`src/rtl/debounce_pkg.sv`:
```
// debounce_pkg: shared defaults and sizing helper for the debounce_edge input conditioner.
package debounce_pkg;
   localparam int SYNC_STAGES_DEF  = 2;
   localparam int DEBOUNCE_CNT_DEF = 4;
   localparam int CNT_W_DEF        = 16;
   // smallest counter width that can hold DEBOUNCE_CNT-1
   function automatic int min_cnt_w(input int debounce_cnt);
      return (debounce_cnt <= 2) ? 1 : $clog2(debounce_cnt);
   endfunction
endpackage

```
`src/rtl/sync_chain.sv`:
```
// sync_chain: multi-flop synchronizer bringing an asynchronous level into the clk domain.
module sync_chain #(
   parameter int STAGES = 2
) (
   input  logic clk,
   input  logic rst,
   input  logic d,
   output logic s
);
   logic [STAGES-1:0] sync_q;
   always_ff @(posedge clk or posedge rst) begin
      if (rst) sync_q <= '0;
      else     sync_q <= {sync_q[STAGES-2:0], d};
   end
   assign s = sync_q[STAGES-1];
endmodule

```
`src/rtl/debounce_edge.sv`:
```
// debounce_edge: synchronize, debounce and edge-detect a raw level.
// FALL_DET_EN adds the fall pulse output and its register.
module debounce_edge
   import debounce_pkg::*;
#(
   parameter int SYNC_STAGES  = SYNC_STAGES_DEF,
   parameter int DEBOUNCE_CNT = DEBOUNCE_CNT_DEF,
   parameter int CNT_W        = CNT_W_DEF
) (
   input  logic clk,
   input  logic rst,
   input  logic d,
   output logic q,
   output logic rise,
`ifdef FALL_DET_EN
   output logic fall,
`endif
   output logic busy
);
   localparam logic [CNT_W-1:0] LAST = CNT_W'(DEBOUNCE_CNT - 1);
   logic             s, mismatch, accept;
   logic [CNT_W-1:0] cnt_q, cnt_d;
   logic             level_q, level_d, rise_q, rise_d;
   sync_chain #(.STAGES(SYNC_STAGES)) u_sync (
      .clk(clk),
      .rst(rst),
      .d  (d),
      .s  (s)
   );
   // any cycle where s agrees with q restarts the window from zero
   assign mismatch = s ^ level_q;
   assign accept   = mismatch && (cnt_q == LAST);
   always_comb begin
      cnt_d   = (mismatch && !accept) ? cnt_q + CNT_W'(1) : '0;
      level_d = accept ? s : level_q;
      rise_d  = accept & s;
   end
   always_ff @(posedge clk or posedge rst) begin
      if (rst) begin
         cnt_q   <= '0;
         level_q <= 1'b0;
         rise_q  <= 1'b0;
      end else begin
         cnt_q   <= cnt_d;
         level_q <= level_d;
         rise_q  <= rise_d;
      end
   end
`ifdef FALL_DET_EN
   logic fall_q;
   always_ff @(posedge clk or posedge rst) begin
      if (rst) fall_q <= 1'b0;
      else     fall_q <= accept & ~s;
   end
   assign fall = fall_q;
`endif
   assign q    = level_q;
   assign rise = rise_q;
   assign busy = cnt_q != '0;
endmodule

```
`config.mk`:
```
export PLATFORM = sky130hd
export DESIGN_NAME = debounce_edge
export DESIGN_NICKNAME = d
export VERILOG_FILES = /design/src/rtl/debounce_pkg.sv /design/src/rtl/sync_chain.sv /design/src/rtl/debounce_edge.sv
export SDC_FILE = /design/constraint.sdc
export NUM_CORES = 1
export LEC_CHECK = 0
export ABC_AREA = 1
export ABC_CLOCK_PERIOD_IN_PS = 1250
export BUFFER_PORTS_ARGS = -buffer_cell sky130_fd_sc_hd__buf_2
export CAP_MARGIN = 40
export CORE_ASPECT_RATIO = 0.9
export CORE_MARGIN = 5
export CORE_UTILIZATION = 25
export CTS_CLUSTER_SIZE = 10
export DETAILED_ROUTE_END_ITERATION = 16
export GPL_ROUTABILITY_DRIVEN = 1
export GPL_TIMING_DRIVEN = 0
export HOLD_SLACK_MARGIN = 0.02
export SLEW_MARGIN = 20
export SYNTH_ARGS = -nofsm -noshare
export SYNTH_HDL_FRONTEND = slang
export SYNTH_SLANG_ARGS = --single-unit
```
`constraint.sdc`:
```
create_clock -name clk -period 1.25 [get_ports clk]
set_input_delay 0.25 -clock clk [delete_from_list [all_inputs] [get_ports clk]]
set_output_delay 0.25 -clock clk [all_outputs]
set_load 0.02 [all_outputs]
```
==> results of run 1 <==
==> through the flow <==
stage,std cells,utilization (%)
finish,205,34.3
global route,205,34.3
CTS,203,33.5
detailed placement,186,28.0
global placement,186,28.0
floorplan,133,-
==> worst paths after layout <==
path	startpoint	end	slack, ns	depth (start not counted)
min reg2reg	u_sync.sync_q[0]	u_sync.sync_q[1]	0.36	0
min in group asynchronous	rst	cnt_q[12]	0.11	2
min	d	u_sync.sync_q[0]	0.09	1
max	cnt_q[8]	busy	-0.27	5
max reg2reg	cnt_q[8]	cnt_q[5]	-0.22	10
max in group asynchronous	rst	cnt_q[7]	0.63	2
==> metal layers <==
metal / wire length [um] / GRT usage [%] / up-vias
li1: - / - / 460
met3: 103 / 3.89 / 2
met4: 21 / 3.30 / 0
met5: 0 / 0 / -
met1: 1050 / 10.7 / 410
met2: 978 / 13.4 / 14
==> kinds of logic (layout without fill, tap and decap cells) <==
| kind of cell | count (synthesis) | after routing | share of synthesized area, % |
|---|---|---|---|
| AOI/OAI and AO/OA | 5 | 5 | 2.82 |
| xor gates and xnor gates | 8 | 8 | 6.59 |
| adders and majority gates | 2 | 2 | 2.35 |
| buffers and inverters | 17 | 41 | 6.71 |
| DFF | 20 | 20 | 47.1 |
| and+or+nand+nor | 81 | 81 | 34.5 |
==> power groups by stage <==
| stage | Combinational, mW | Clock (mW) | Sequential [mW] |
|---|---|---|---|
| 2_1_floorplan | 0.296 | 0 | 0.784 |
| 3_3_place_gp | 0.415 | 0 | 0.772 |
| 3_5_place_dp | 0.425 | 0 | 0.775 |
| 4_1_cts | 0.773 | 0.434 | 0.758 |
| 5_1_grt | 0.921 | 0.463 | 0.768 |
| 6_report | 0.845 | 0.410 | 0.758 |
==> Yosys cell counts (all sizes together) <==
| master | count | area, um2 |
|---|---|---|
| nand3 | 10 | 60.1 |
| o21bai | 2 | 15.0 |
| xnor2 | 2 | 17.5 |
| nor2 | 35 | 146 |
| inv | 16 | 60.1 |
| dfrtp | 20 | 500 |
| o21ai | 3 | 15.0 |
| nand4 | 5 | 31.3 |
| buf | 1 | 11.3 |
| ha | 2 | 25.0 |
| xor2 | 6 | 52.6 |
| nand2 | 31 | 129 |
==> registers in the layout, indices dropped and copies added (netlist names) <==
name / flops
q: 1
rise: 1
u_sync.sync_q: 2
cnt_q: 16
==> cell type report <==
cell class / count / area, um2
Tap cell: 48 / 60.1
Multi-Input combinational cell: 96 / 527
Buffer: 1 / 15.0
Fill cell: 426 / 2700
Clock buffer: 3 / 41.3
Sequential cell: 20 / 502
Timing Repair Buffer: 21 / 200
Inverter: 16 / 60.1
==> timing repair <==
action	in CTS	in global routing
pin swaps	6	1
gates cloned	1	0
setup endpoints to repair	17	18
resized for setup	12	4
buffers inserted	13	3
==> flow_summary.ini, run 1 <==
[timing]
setup_total_negative_slack_ns = -3.40
tightestPinTransition_ns = 0.732
setup_viol_count_final = 17
report.final.slew_viol_count = 0
worst_slew_margin_rel_pct = 51.1
worst_hold_slack_ns = 0.0942
post-route-min-period_ns = 1.52
finalWorstSetupSlack_ns = -0.266
max_freq_mhz = 660
final_hold_viol_count = 0
final_min_period_over_clock_period_pct = 121
unrepaired_setup_endpoints_after_global_routing = yes
finalClockSkew_ns = 0.00516

[drt]
wirelength_um = 2150
drcViolationCount = 0
dr.pass1.iters = 4
vias_per_cell = 4.32
ant_nets = 0
routedWlPerCell_um = 10.5
via_count = 886
drt_iter0_markers = 26

[outcome]
failed_checks = negative setup slack
run_status = complete, but fails checks

[floorplan]
starting_density_pct = 25.9
placeableCoreArea_um2 = 4100
floorplan.die_area_um2 = 5660
die_width_um = 78.8
floorplan.die.height_um = 71.9
core.rowCount = 22
top_ports = 6

[layout]
num-nets-final = 164
antenna_cells = 0
mostFrequentLayoutCells = sky130_fd_sc_hd__nor2_1 (29), sky130_fd_sc_hd__nand2_1 (27), sky130_fd_sc_hd__dfrtp_1 (19)
layout_cell_area_excl_fill_um2 = 1410
synthToLayoutAreaGrowth_pct = 32.1
post_route_cells_drive_above_1_share_pct = 25.5
layout_commonest_cell = sky130_fd_sc_hd__nor2_1

[power]
p_int_mw = 1.40
power.share.sequential_pct = 37.7
post-layout-total-power_mw = 2.01
total_switching_power_uw = 616
ir_drop_v = 0.000566
p_sw_share_pct = 30.6
leak_nw = 0.639
comb_power_share_pct = 42.0
p_per_area_nw_per_um2 = 1430
clock_power_share_pct = 20.4

[place]
pre_cts_slack_ns = -0.177
hpwlAfterDp_um = 1460
dpl_cell_area_um2 = 1150
number_of_buffer_cells_added_on_primary_ports = 5
routabilityCongestion = 0.789

[clocking]
clk_path_buf_depth = 2
worstSkewPairLatency_ns = 0.26
clock_transition_at_path_regs_ns = 0.07
cts_tree = done
holdBufCountCts = 0
cts_root_buf = sky130_fd_sc_hd__clkbuf_8
clock_tree.htree_level_count = 1
clk_sink_count = 20
numCtsBuffers = 3

[setup_path]
worstPathBufferInverterCount = 1
timing.critical_path.arrival_ns = 1.27
slowest_delay_ns = 0.38
cp_cell_sequence = nor2_1 > nand3_1 > nor2_4 > nand4_1 > buf_4
cpLargestDelayFamily = simple AND/OR/NAND/NOR gates
critical_path_class = register to output port
critical_path.endpoint_type = output port
cp.required_ns = 1.00
worst_setup_path_start_kind = register
cpMaxStageDelayCell = sky130_fd_sc_hd__dfrtp_1
crit_path_max_fanout = 2

[grt]
grt_overflow = 0
grt_max_degree = 21
grt_pass1_wl_um = 3840
antenna_violations_before_repair = 0
gr-usage-all-layers_pct = 8.72
grt_pass1_vias = 886

[synthesis]
synthDistinctLibCells = 17
syn_inst = 133
count_of_yosys_warnings_during_synthesis = 0
synth-seq-cells = 20
synth_fp_nets = 138
syn-cell-area_um2 = 1060
synth_seq_area_share_pct = 47.1
syn_avg_cell_area_um2 = 8.00

[flow_run]
drv_cap = 0

[worst_hold_path]
hp-class = primary input to register
Note: power is estimated with default switching activity, not from simulation.
==> inputs of run 2 (changes only) <==
==> constraint.sdc (replaced) <==
create_clock -name clk -period 1.25 [get_ports clk]
set_input_delay 0 -clock clk [delete_from_list [all_inputs] [get_ports clk]]
set_output_delay 0 -clock clk [all_outputs]
set_load 0.02 [all_outputs]
==> run 2 against run 1 <==
Compared with the run above: the flow still finishes with violations (negative setup slack); register-to-register slack better by 0.18 ns; via count is 6.0% higher; cell count is 2.0% higher; count of clock-buffer cells in the layout stayed put; worst setup slack better by 0.21 ns; sequential cell count stayed put; maximum frequency is 16% higher; critical path depth stayed put; worst hold slack better by 0.26 ns; cell area is 14% higher; power is 3.4% higher; critical endpoint unchanged; largest power group unchanged; highest routed layer unchanged.
==> flow_summary.ini, run 2 (synthesized netlist as in run 1, its figures left out) <==
[clocking]
clock_transition_at_path_regs_ns = 0.07
clock_tree.htree_level_count = 1
cts_root_buf = sky130_fd_sc_hd__clkbuf_8
numCtsBuffers = 3
clk_path_buf_depth = 2
cts_tree = done
clk_sink_count = 20
worstSkewPairLatency_ns = 0.26

[layout]
core_util_final_pct = 39.0
num-nets-final = 168
antenna_cells = 0
largest_reg_flops = 16
post_route_cells_drive_above_1_share_pct = 49.1
final-seq-area_um2 = 503
total_of_fill_cells_in_the_finished_design = 390
mostFrequentLayoutCells = sky130_fd_sc_hd__nand2_1 (19), sky130_fd_sc_hd__dfrtp_1 (18), sky130_fd_sc_hd__nor2_4 (13), sky130_fd_sc_hd__buf_4 (13), sky130_fd_sc_hd__nor2_2 (12)
synthToLayoutAreaGrowth_pct = 50.6
top_regs = cnt_q x16, u_sync.sync_q x2
multiInputGateArea_um2 = 692
layout_cell_area_excl_fill_um2 = 1600
layout_commonest_cell = sky130_fd_sc_hd__nand2_1
registers.top_by_ff_count = cnt_q

[grt]
grt_pass1_vias = 876
antenna_violations_before_repair = 0
grt_overflow = 0
grt_max_degree = 21
gr-usage-all-layers_pct = 8.49
grt_pass1_wl_um = 3750

[floorplan]
floorplan.die_area_um2 = 5660
floorplan.die.height_um = 71.9
top_ports = 6
core.rowCount = 22
die_width_um = 78.8
starting_density_pct = 25.9
placeableCoreArea_um2 = 4100

[drt]
via_count = 939
drt_iter0_markers = 56
wirelength_um = 2430
dr.pass1.iters = 4
vias_per_cell = 4.49
drcViolationCount = 0
ant_nets = 0
routedWlPerCell_um = 11.6

[timing]
unrepaired_setup_endpoints_after_global_routing = yes
final_min_period_over_clock_period_pct = 104
worst_slew_margin_rel_pct = 51.2
report.final.slew_viol_count = 0
final_hold_viol_count = 0
tightestPinTransition_ns = 0.731
finalWorstSetupSlack_ns = -0.0533
setup_viol_count_final = 14
finalClockSkew_ns = 0.00648
max_freq_mhz = 767
post-route-min-period_ns = 1.30

[place]
routabilityCongestion = 0.789
number_of_buffer_cells_added_on_primary_ports = 5
dpl_cell_area_um2 = 1150
hpwlAfterDp_um = 1460

[setup_path]
cpLargestDelayFamily = simple AND/OR/NAND/NOR gates
worst_setup_path_start_kind = register
cp_cell_sequence = nor2_1 > nand3_1 > nor2_4 > nand4_1 > buf_6
crit_path_max_fanout = 4
slowest_delay_ns = 0.42
cpMaxStageDelayCell = sky130_fd_sc_hd__dfrtp_1
critical_path.endpoint_type = output port
worstPathBufferInverterCount = 1
critical_path_class = register to output port
cp.required_ns = 1.25
timing.critical_path.arrival_ns = 1.30

[worst_hold_path]
hp-class = register to register

[power]
ir_drop_v = 0.000532
p_per_area_nw_per_um2 = 1300
leak_nw = 0.712

[outcome]
failed_checks = negative setup slack
run_status = complete, but fails checks

[flow_run]
drv_cap = 0
[run 2: cell count changes in the layout (fill, tap and decap cells not counted), moves of 3 or more]
cell	change
sky130_fd_sc_hd__inv_2	+4
sky130_fd_sc_hd__nand2_4	+3
sky130_fd_sc_hd__nand2_1	-8
sky130_fd_sc_hd__nor2_1	-19
sky130_fd_sc_hd__inv_1	-5
sky130_fd_sc_hd__nor2_4	+9
sky130_fd_sc_hd__nor2_2	+10
sky130_fd_sc_hd__nand2_2	+5
[run 2: power by group]
group          internal [mW]  switching [mW]
Sequential             0.702          0.0579
Clock                  0.215           0.198
Combinational          0.439           0.472
Total                   1.36           0.727
[run 2: layout make-up]
cell class	instances	area share (%)
Multi-Input combinational cell	96	43.2
Sequential cell	20	31.4
Timing Repair Buffer	25	14.2
Inverter	16	3.91
Tap cell	48	3.75
Clock buffer	3	2.58
Buffer	1	0.937
[run 2: routing by layer]
layer | global-route usage (%) | routed length, um | vias to the layer above
met5 | 0 | 0 | -
met4 | 3.30 | 21 | 0
met3 | 3.89 | 122 | 2
met2 | 13.1 | 1220 | 14
met1 | 10.3 | 1070 | 450
li1 | - | - | 473
[run 2: through the flow]
step	setup TNS, ns	power [mW]	worst slack, ns	cells	hold WS (ns)
after floorplan	0	1.08	0.0206	133	-0.0362
final	-0.316	2.08	-0.0533	209	0.359
after global routing	-1.35	2.21	-0.134	209	0.369
after global placement	-1.56	1.19	-0.152	186	0.109
after detailed placement	-1.84	1.20	-0.177	186	0.109
after CTS	-0.0736	1.81	-0.0588	205	0.361
[run 2: what timing repair did]
| item | 4_1_cts | 5_1_grt |
|---|---|---|
| resized for setup | 7 | 61 |
| setup buffers | 14 | 3 |
| hold buffers | 2 | 0 |
| hold endpoints to repair | 21 | 0 |
| endpoints found under the setup margin | 17 | 17 |
| cloned | 0 | 1 |
| pin swaps | 4 | 19 |
[run 2: final timing paths]
check | from | to | slack [ns] | cells past startpoint
hold / removal | u_sync.sync_q[0] | u_sync.sync_q[1] | 0.36 | 0
setup reg to reg | cnt_q[12] | cnt_q[2] | -0.04 | 7
hold reg to reg | u_sync.sync_q[0] | u_sync.sync_q[1] | 0.36 | 0
max in group asynchronous | rst | cnt_q[7] | 0.33 | 3
min in group asynchronous | rst | u_sync.sync_q[0] | 0.40 | 3
setup / recovery | cnt_q[12] | busy | -0.05 | 5
==> inputs of run 3 (changes only) <==
Settings changed: GPL_TIMING_DRIVEN 0 to default.
==> run 3 against run 2 <==
Compared with the run above: the flow still finishes with violations (negative setup slack); maximum frequency fell by 5.2%; non-clock buffer count rose by 4; critical endpoint unchanged; register-to-register slack improved by 0.03 ns; first-iteration DRC count fell by 18%; sequential power rose by 4.6%; sequential cell count did not move; cell count rose by 2.9%.
==> flow_summary.ini, run 3 (synthesized netlist as in run 1, its figures left out) <==
[clocking]
cts_tree = done
numCtsBuffers = 3
clock_transition_at_path_regs_ns = 0.07
clock_tree.htree_level_count = 1
clk_sink_count = 20
cts_root_buf = sky130_fd_sc_hd__clkbuf_8
worstSkewPairLatency_ns = 0.26
clk_path_buf_depth = 2

[power]
post-layout-total-power_mw = 1.92
ir_drop_v = 0.000514
p_per_area_nw_per_um2 = 1230
leak_nw = 0.717

[drt]
route.top_layer_used = met4
met3_routed_wirelength_um = 118
via_count = 954
drcViolationCount = 0
ant_nets = 0
dr.pass1.iters = 4
drt-met1-wl_um = 1190
routedWlPerCell_um = 11.8
vias_per_cell = 4.44
wl_met2_um = 1170
wirelength_um = 2530
drt_iter0_markers = 46

[layout]
post_route_cells_drive_above_1_share_pct = 39.5
synthToLayoutAreaGrowth_pct = 46.9
mostFrequentLayoutCells = sky130_fd_sc_hd__nor2_1 (23), sky130_fd_sc_hd__nand2_1 (23), sky130_fd_sc_hd__buf_4 (20)
largest_reg_flops = 16
antenna_cells = 0
top_regs = cnt_q x16, u_sync.sync_q x2
registers.top_by_ff_count = cnt_q
num-nets-final = 173

[timing]
max_freq_mhz = 727
worst_slew_margin_rel_pct = 78.2
unrepaired_setup_endpoints_after_global_routing = yes
final_min_period_over_clock_period_pct = 110
final_hold_viol_count = 0
finalClockSkew_ns = 0.00435
report.final.slew_viol_count = 0
tightestPinTransition_ns = 0.326
finalWorstSetupSlack_ns = -0.125
worst_hold_slack_ns = 0.300
post-route-min-period_ns = 1.37
setup_viol_count_final = 5
setup_total_negative_slack_ns = -0.138

[floorplan]
starting_density_pct = 25.9
die_width_um = 78.8
floorplan.die_area_um2 = 5660
core.rowCount = 22
placeableCoreArea_um2 = 4100
floorplan.die.height_um = 71.9
top_ports = 6

[place]
number_of_buffer_cells_added_on_primary_ports = 5
hpwlAfterDp_um = 1570
routabilityCongestion = 0.780

[setup_path]
critical_path.reg2reg.startpoint = cnt_q[6]
setup.reg_to_reg.worst_slack_ns = -0.01
critical_path.endpoint_type = output port
cp.required_ns = 1.25
timing.critical_path.arrival_ns = 1.37
critical_path.endpoint = busy
crit_path_max_fanout = 3
critical_path_class = register to output port
worst_setup_path_start_kind = register
ff2ff_path_depth = 6
regToRegEndpoint = cnt_q[11]
cp-startpoint = cnt_q[14]

[grt]
grt_overflow = 0
grt_pass1_vias = 839
gr-usage-all-layers_pct = 8.51
grt_pass1_wl_um = 3800
antenna_violations_before_repair = 0
grt_max_degree = 21

[outcome]
failed_checks = negative setup slack
run_status = complete, but fails checks

[flow_run]
drv_cap = 0

[worst_hold_path]
hp-class = primary input to asynchronous set/reset pin
-- run 3: how the worst min path moves through the flow --
stage	endpoint	start	depth (start not counted)	slack [ns]
2_1_floorplan	cnt_q[0]	rst	1	-0.04
5_1_grt	rise	rst	4	0.33
3_5_place_dp	cnt_q[4]	rst	3	0.04
6_report	cnt_q[4]	rst	4	0.30
3_3_place_gp	cnt_q[6]	rst	3	0.04
4_1_cts	cnt_q[4]	rst	4	0.31
-- run 3: metal layers --
metal  GRT usage (%)  vias to the layer above
li1                -                      482
met1            11.4                      443
met2            12.3                       22
met3            3.02                        7
met4            3.50                        0
met5               0                        -
-- run 3: per-stage QoR --
step	setup slack (ns)	util, %	cells	cell area (um2)
2_1_floorplan	0.0206	-	133	1060
6_report	-0.125	38.1	215	1560
5_1_grt	-0.202	38.1	215	1560
3_3_place_gp	-0.0274	30.3	199	1240
3_5_place_dp	-0.0212	30.3	199	1240
4_1_cts	-0.112	33.7	208	1380
-- run 3: critical path, stage by stage (launching register included) --
cell and delay [ns]:
sky130_fd_sc_hd__dfrtp_1 0.42, sky130_fd_sc_hd__inv_1 0.09, sky130_fd_sc_hd__nand3_1 0.09, sky130_fd_sc_hd__nor2_2 0.15
sky130_fd_sc_hd__buf_4 0.13, sky130_fd_sc_hd__nand4_1 0.07, sky130_fd_sc_hd__buf_2 0.17
-- run 3: cell type report --
type,instances,area [um2]
clock buffers,4,55.1
fillers,399,2540
inverters,16,60.1
multi-input cells,97,653
flip-flops and latches,20,505
well taps,48,60.1
repair buffers,30,229
-- run 3: repair_timing --
| action | in CTS | in global routing |
|---|---|---|
| pin swaps | 4 | 16 |
| setup buffers | 3 | 6 |
| endpoints found under the setup margin | 17 | 17 |
| resized for setup | 10 | 31 |
| hold endpoints to repair | 21 | 0 |
| cloned | 0 | 1 |
| hold buffers | 2 | 0 |
-- run 3: power by group --
| group | switching, mW | total, mW | internal [mW] |
|---|---|---|---|
| clock network | 0.214 | 0.494 | 0.281 |
| logic | 0.369 | 0.631 | 0.261 |
| registers | 0.0888 | 0.795 | 0.707 |
